==> config.mk <==
export PLATFORM = sky130hd
export DESIGN_NAME = fb_scanout
export DESIGN_NICKNAME = d
export VERILOG_FILES = /design/src/rtl/fb_scanout.sv
export SDC_FILE = /design/constraint.sdc
export NUM_CORES = 1
export LEC_CHECK = 0
export ABC_CLOCK_PERIOD_IN_PS = 3100
export CORE_ASPECT_RATIO = 0.5
export CORE_MARGIN = 2
export CORE_UTILIZATION = 30
export CTS_CLUSTER_DIAMETER = 30
export DETAILED_ROUTE_END_ITERATION = 16
export HOLD_SLACK_MARGIN = 0.15
export PLACE_DENSITY = 0.62
export SLEW_MARGIN = 20
export SYNTH_ARGS = -nofsm -noshare
export SYNTH_HDL_FRONTEND = slang
export SYNTH_SLANG_ARGS = --single-unit
==> constraint.sdc <==
create_clock -name clk -period 3.1 [get_ports clk]
set_input_delay 0.775 -clock clk [delete_from_list [all_inputs] [get_ports clk]]
set_output_delay 0.775 -clock clk [all_outputs]
set_load 0.03 [all_outputs]
==> src/rtl/fb_scanout.sv <==
// Frame-buffer scan-out: reads a 64x64 frame in raster order, streams pixels on a
// valid/ready port through a 2-entry prefetch FIFO and accumulates a frame checksum.
module fb_scanout #(
    parameter int AW  = 12,
    parameter int DW  = 12,
    parameter int CSW = 16
) (
    input  logic           clk,
    input  logic           reset,
    input  logic           start,
    output logic           FB_CEN,
    output logic           FB_WEN,
    output logic [AW-1:0]  FB_A,
    output logic [DW-1:0]  FB_D,
    input  logic [DW-1:0]  FB_Q,
    output logic           pix_valid,
    input  logic           pix_ready,
    output logic [DW-1:0]  pix_data,
    output logic [5:0]     pix_x,
    output logic [5:0]     pix_y,
    output logic           pix_last,
    output logic           busy,
    output logic           done,
    output logic [CSW-1:0] checksum
);

    // Pixel port: a pixel moves only in a cycle with pix_valid & pix_ready; while
    // pix_valid=1 and pix_ready=0 every pix_* output holds its value.
    typedef enum logic [1:0] {
        S_IDLE  = 2'd0,
        S_SCAN  = 2'd1,
        S_DRAIN = 2'd2,
        S_DONE  = 2'd3
    } state_t;

    state_t         state;
    state_t         state_next;
    logic [AW-1:0]  rd_addr;
    logic [AW-1:0]  out_addr;
    logic           inflight;
    logic [1:0]     fifo_count;
    logic [DW-1:0]  fifo_mem [2];
    logic           wr_ptr;
    logic           rd_ptr;
    logic           pop;
    logic           issue;
    logic           scan_entry;
    logic [2:0]     credit;

    assign pop       = pix_valid & pix_ready;
    assign credit    = {1'b0, fifo_count} + {2'b00, inflight} - {2'b00, pop};

    assign FB_CEN    = ~issue;
    assign FB_WEN    = 1'b1;
    assign FB_A      = rd_addr;
    assign FB_D      = '0;
    assign pix_valid = (fifo_count != 2'd0);
    assign pix_data  = fifo_mem[rd_ptr];
    assign pix_x     = out_addr[5:0];
    assign pix_y     = out_addr[11:6];
    assign pix_last  = (out_addr == {AW{1'b1}});
    assign busy      = (state == S_SCAN) || (state == S_DRAIN);
    assign done      = (state == S_DONE);

    always_ff @(posedge clk) begin
        if (reset) begin
            state <= S_IDLE;
        end else begin
            state <= state_next;
        end
    end

    always_comb begin
        state_next = state;
        issue      = 1'b0;
        scan_entry = 1'b0;
        case (state)
            S_IDLE, S_DONE: begin
                if (start) begin
                    state_next = S_SCAN;
                    scan_entry = 1'b1;
                end
            end
            S_SCAN: begin
                // Only request while the data already owed fits in the 2-entry FIFO.
                if (credit < 3'd2) begin
                    issue = 1'b1;
                    if (rd_addr == {AW{1'b1}}) begin
                        state_next = S_DRAIN;
                    end
                end
            end
            S_DRAIN: begin
                if (pop && pix_last) begin
                    state_next = S_DONE;
                end
            end
            default: state_next = S_IDLE;
        endcase
    end

    always_ff @(posedge clk) begin
        if (reset) begin
            rd_addr    <= '0;
            out_addr   <= '0;
            checksum   <= '0;
            inflight   <= 1'b0;
            fifo_count <= 2'd0;
            wr_ptr     <= 1'b0;
            rd_ptr     <= 1'b0;
        end else begin
            inflight <= issue;
            if (scan_entry) begin
                rd_addr  <= '0;
                out_addr <= '0;
                checksum <= '0;
            end else begin
                if (issue) begin
                    rd_addr <= rd_addr + 1'b1;
                end
                if (pop) begin
                    out_addr <= out_addr + 1'b1;
                    checksum <= checksum + CSW'(pix_data);
                end
            end
            if (inflight) begin
                wr_ptr <= ~wr_ptr;
            end
            if (pop) begin
                rd_ptr <= ~rd_ptr;
            end
            fifo_count <= fifo_count + {1'b0, inflight} - {1'b0, pop};
        end
    end

    // FB_Q returns one cycle after the request, so the registered issue is the push.
    always_ff @(posedge clk) begin
        if (inflight) begin
            fifo_mem[wr_ptr] <= FB_Q;
        end
    end

    fifo_no_overflow: assert property (@(posedge clk) disable iff (reset)
        !(inflight && !pop && (fifo_count == 2'd2)));

endmodule

After elaboration in Yosys (flattened, before gate mapping)

Memories as Yosys holds them, arrays and structs flattened. A register that Yosys moved wholly into a read port is not among the register bits.
Cells that the tools add are included.
Widths: inputs -> output; s select.

$add $sub $neg: 7
Order comparisons: 1
Eq/ne operators: 9
Mux-type cells: 13
Bitwise operators: 4
Reductions and logical operators: 7

Operator list:

| operator              | number |
|---|---|
| $add 12x1->12 const B | 2 |
| $eq 12x12->1 const B  | 2 |
| $add 16x12->16        | 1 |
| $mux 1                | 8 |
| $mux 2                | 4 |
| $ne 2x1->1 const B    | 3 |
| $pmux 2 s3            | 1 |
| $eq 2x2->1 const B    | 2 |
| $reduce_and 4->1      | 1 |
| $reduce_or 2->1       | 2 |
| $add 2x1->3           | 1 |
| $lt 3x2->1 const B    | 1 |
| $not 1->1             | 3 |
| $sub 3x1->3           | 1 |
| $add 2x1->2           | 1 |
| $eq 2x1->1 const B    | 1 |
| $logic_not 2->1       | 1 |
| $ne 2x2->1 const B    | 1 |
| $reduce_bool 2->1     | 1 |
| $sub 2x1->2           | 1 |
| $and 1x1->1           | 1 |
| $logic_and 1x1->1     | 1 |
| $logic_or 1x1->1      | 1 |

Register bits after elaboration: 47
RAM bits: 24
Input bits: 16
Output and inout bits: 70
Word-level logic and storage cells: 50
Memories kept: 1

Memory list:

| memory   | words | bits a word | rd ports | clocked after Yosys merged registers in | write ports | line | text |
|---|---|---|---|---|---|---|---|
| fifo_mem | 2     | 12          | 1        | 1                                       | 1           | 42   | `logic [DW-1:0] fifo_mem [2];` |

Longest topological paths before layout

Depth after elaboration: 7
Mapped depth: 12
Mapped depth without buffers: 11

Worst setup path before layout

Ideal clock, no wire load.

Path kind: input to output
Start: in pix_ready
End: out FB_CEN
Arrival: 2.525 ns
Data required time: 2.325 ns
Path slack: -0.200 ns
Cell stages on the path: 9
Buffers on the path: 1
Cell sequence: o21ai_2 -> inv_2 -> buf_1 -> ha_1 -> inv_1 -> ha_1 -> fa_1 -> xor2_2 -> nand3b_4

Cells in the longest elaborated chain, start to end: 6

Ends and longest elaborated chain:

| item               | line | text |
|---|---|---|
| start: declaration | 17   | `input logic pix_ready,` |
| $and 1x1->1        | 50   | `assign pop = pix_valid & pix_ready;` |
| net pop            | 45   | `logic pop;` |
| $sub 3x1->3        | 51   | `assign credit = {1'b0, fifo_count} + {2'b00, inflight} - {2'b00, pop};` |
| $lt 3x2->1         | 86   | `if (credit < 3'd2) begin` |
| $mux 1             | 86   |  |
| $mux 1             | 77   | `case (state)` |
| $not 1->1          | 53   | `assign FB_CEN = ~issue;` |
| end: declaration   | 11   | `output logic FB_CEN,` |

The timed path passes the listed nets, and every way through them passes these cells.

Worst setup path in the final report

Start: in pix_ready
End: out FB_CEN

Cells in the longest elaborated chain, start to end: 6

Ends and longest elaborated chain:

| item          | line | text |
|---|---|---|
| $and 1x1->1   | 50   |  |
| $sub 3x1->3   | 51   |  |
| net credit[1] | 48   | `logic [2:0] credit;` |
| $lt 3x2->1    | 86   |  |
| $mux 1        | 86   |  |
| $mux 1        | 77   |  |
| $not 1->1     | 53   |  |

The timed path passes the listed nets, and every way through them passes these cells.

==> metrics.cfg <==
[place]
numPortBuffers=72
place_hpwl_um=6270
gp_congestion=0.785
place_ws_ps=-394

[finish]
area_growth_pct=33.4
drive_gt1_share_pct=12.0
antenna_cells=0
layout.nets=500

[sta]
hold_ws_ps=475
setup_violations=0
rsz0062_at_grt=false
finalCritPeriodShare_pct=97.8
final_max_slew_viol_count=0
hold_viol_final=0
worst_clock_skew_ps=6.07
min_period_ps=3030
timing.fmax_ghz=0.330
setup_slack_ps=66.7
relSlewSlack_pct=58.5
worst-slew-pin-transition_ps=622

[global_route]
grt_pass1_wl_um=13800
grt_max_degree=24
antenna_found_initial=0
first_global_vias=2927
grt_usage_pct=12.7
grt-ovfl-total=0

[worst_setup_path]
start_kind=primary input
cp-end-kind=primary output
crit_type=in2out
cp-startpoint=pix_ready
reg2reg_to=checksum[10]
ff2ff_path_depth=8
endpoint=FB_CEN
cp.arrival_ps=2260
reg2reg_slack_ps=330
worstPathMaxFanout=4
worstPathRequired_ps=2320

[drt]
drcViolationCount=0
vias=2987
drt_iter0_drc=62
first_pass_iters=4
routed_wl_um=8290
routedWlPerCell_um=13.1
ant_nets=0
drt-vias-per-instance=4.73

[synthesis]
synth.distinct_cells=57
synthTopCellsByArea=dfxtp_1 (26%), edfxtp_1 (19%), ha_1 (6.7%), a21oi_1 (3.6%), nor2_1 (3.3%)
synth_edf_count=24
syn_inst=379
synth_seq_cells=72
yosysTopAreaCellShare_pct=25.7
synth_most_common_cell=dfxtp_1
yosysTopAreaCell=dfxtp_1
avgSynthCellArea_um2=9.88
ys.flop_type=dfxtp_1
ys.warnings.count=0
synthArstFlopShare_pct=0
synth_common_cells=dfxtp_1 (48), nor2_1 (33), nand2_1 (32)
ys_seq_area_share_pct=44.9
syn_area_mm2=0.00374

[floorplan]
boundaryPins=86
dieArea_mm2=0.0134
die_h_um=83.0
initial_core_util_pct=31.2
row_count=28
core_area_mm2=0.0120
die_w_um=162

[power]
power_density_mw_per_mm2=752
ir_worst_vdd_mv=0.349
leakage_nw=1.82

[flow_run]
drv_cap=0

[clocking]
clk_latency_ps=330
cts_root_buffer=clkbuf_16
cts-hold-fix-buffers=0
clock_sinks=72
clockBufferDepth=2
cts_buffers=9
clk_pin_slew_ps=60
cts_htree_levels=3
tritoncts=yes

[outcome]
outcome=finished clean

[hold_path]
hp-class=reg2reg

==> cells in the final DEF (no fill, tap or decap), types with 3 or more instances in the layout <==
cell | synthesis | final
a211oi_1 | 4 | 4
nand3_1 | 11 | 11
nor2_1 | 33 | 33
clkbuf_16 | 0 | 9
nand4_1 | 3 | 3
a32o_1 | 4 | 4
ha_1 | 20 | 18
a21o_1 | 5 | 5
mux2_2 | 11 | 11
xor2_1 | 7 | 7
nor2b_1 | 4 | 4
nor3_1 | 9 | 9
clkdlybuf4s50_1 | 0 | 70
nor4_1 | 3 | 3
inv_6 | 0 | 3
buf_4 | 15 | 13
xnor2_1 | 14 | 14
and3_1 | 4 | 4
dfxtp_1 | 48 | 47
a21oi_1 | 27 | 27
or4_1 | 3 | 3
and4_1 | 3 | 3
o31ai_1 | 4 | 4
o21ai_0 | 16 | 16
nand2_1 | 32 | 32
inv_1 | 14 | 13
or3_1 | 12 | 12
conb_1 | 2 | 13
edfxtp_1 | 24 | 24
==> cell families after synthesis <==
| kind of cell | after synthesis | synth area share (%) |
|---|---|---|
| AND/OR/NAND/NOR | 132 | 18.6 |
| AO/OA/AOI/OAI | 77 | 13.4 |
| flip-flops | 72 | 44.9 |
| buffers and inverters | 39 | 5.85 |
| adder cells (fa/ha/maj) | 22 | 7.75 |
| XOR/XNOR | 22 | 5.35 |
| multiplexers | 13 | 3.84 |
| other | 2 | 0.201 |
==> report_power, final <==
| group | leakage [nW] | internal (mW) | total [mW] | switching [mW] |
|---|---|---|---|---|
| Sequential | 0.606 | 1.09 | 1.17 | 0.0805 |
| Combinational | 1.07 | 0.665 | 1.54 | 0.876 |
| Clock | 0.147 | 0.631 | 1.04 | 0.411 |
==> worst min path at each step <==
stage                            from          end  slack, ps  depth (start not counted)
after CTS                 checksum[3]  checksum[3]        480                          2
after global routing      checksum[3]  checksum[3]        510                          2
final                     checksum[3]  checksum[3]        470                          2
after floorplan                rd_ptr     register        480                          2
after global placement    checksum[4]  checksum[4]        460                          2
after detailed placement  checksum[5]  checksum[5]        470                          2
==> worst max-delay path: stages <==
cell      delay [ps]
buf_6            100
o21ai_4           60
inv_4             50
ha_4             250
inv_2             30
ha_2             160
fa_2             550
nand3b_4         150
buf_6            130
==> final cells by class <==
cell class / instances / area, um2
clock buffer: 9 / 225
clock inverter: 7 / 77.6
inverter: 15 / 58.8
sequential: 72 / 1680
tap: 165 / 206
multi-input combinational: 279 / 1920
fill: 1195 / 6990
timing repair buffer: 85 / 821
==> metrics by stage <==
stage / setup TNS, ps / std cells / utilization, % / instance area, um2 / total power, mW
after detailed placement: -3380 / 614 / 38.7 / 4640 / 2.67
after floorplan: 0 / 390 / - / 3800 / 2.22
after CTS: 0 / 631 / 41.3 / 4950 / 3.76
after global placement: -3150 / 614 / 38.7 / 4640 / 2.65
final: 0 / 632 / 41.7 / 4990 / 3.75
after global routing: 0 / 632 / 41.7 / 4990 / 3.98
==> state kept, by name (all words and copies together) (netlist names), named ones only <==
register / flops
checksum: 16
FB_A: 12
wr_ptr: 1
fifo_mem: 24
rd_ptr: 1
fifo_count: 2
inflight: 1
state: 2
out_addr: 12
==> per-layer routing <==
metal | part of all wire (%) | track usage, %
met4 | 0.83 | 2.98
met2 | 46 | 21.4
met1 | 48 | 15.9
met5 | 0 | 0
met3 | 4.6 | 4.10
==> what timing repair did <==
action | in CTS | in global routing
gates resized for setup | 6 | 5
buffers inserted | 1 | 1
endpoints found under the setup margin | 1 | 1
pin swaps | 1 | 1
Power figures use the tool's default switching activity.
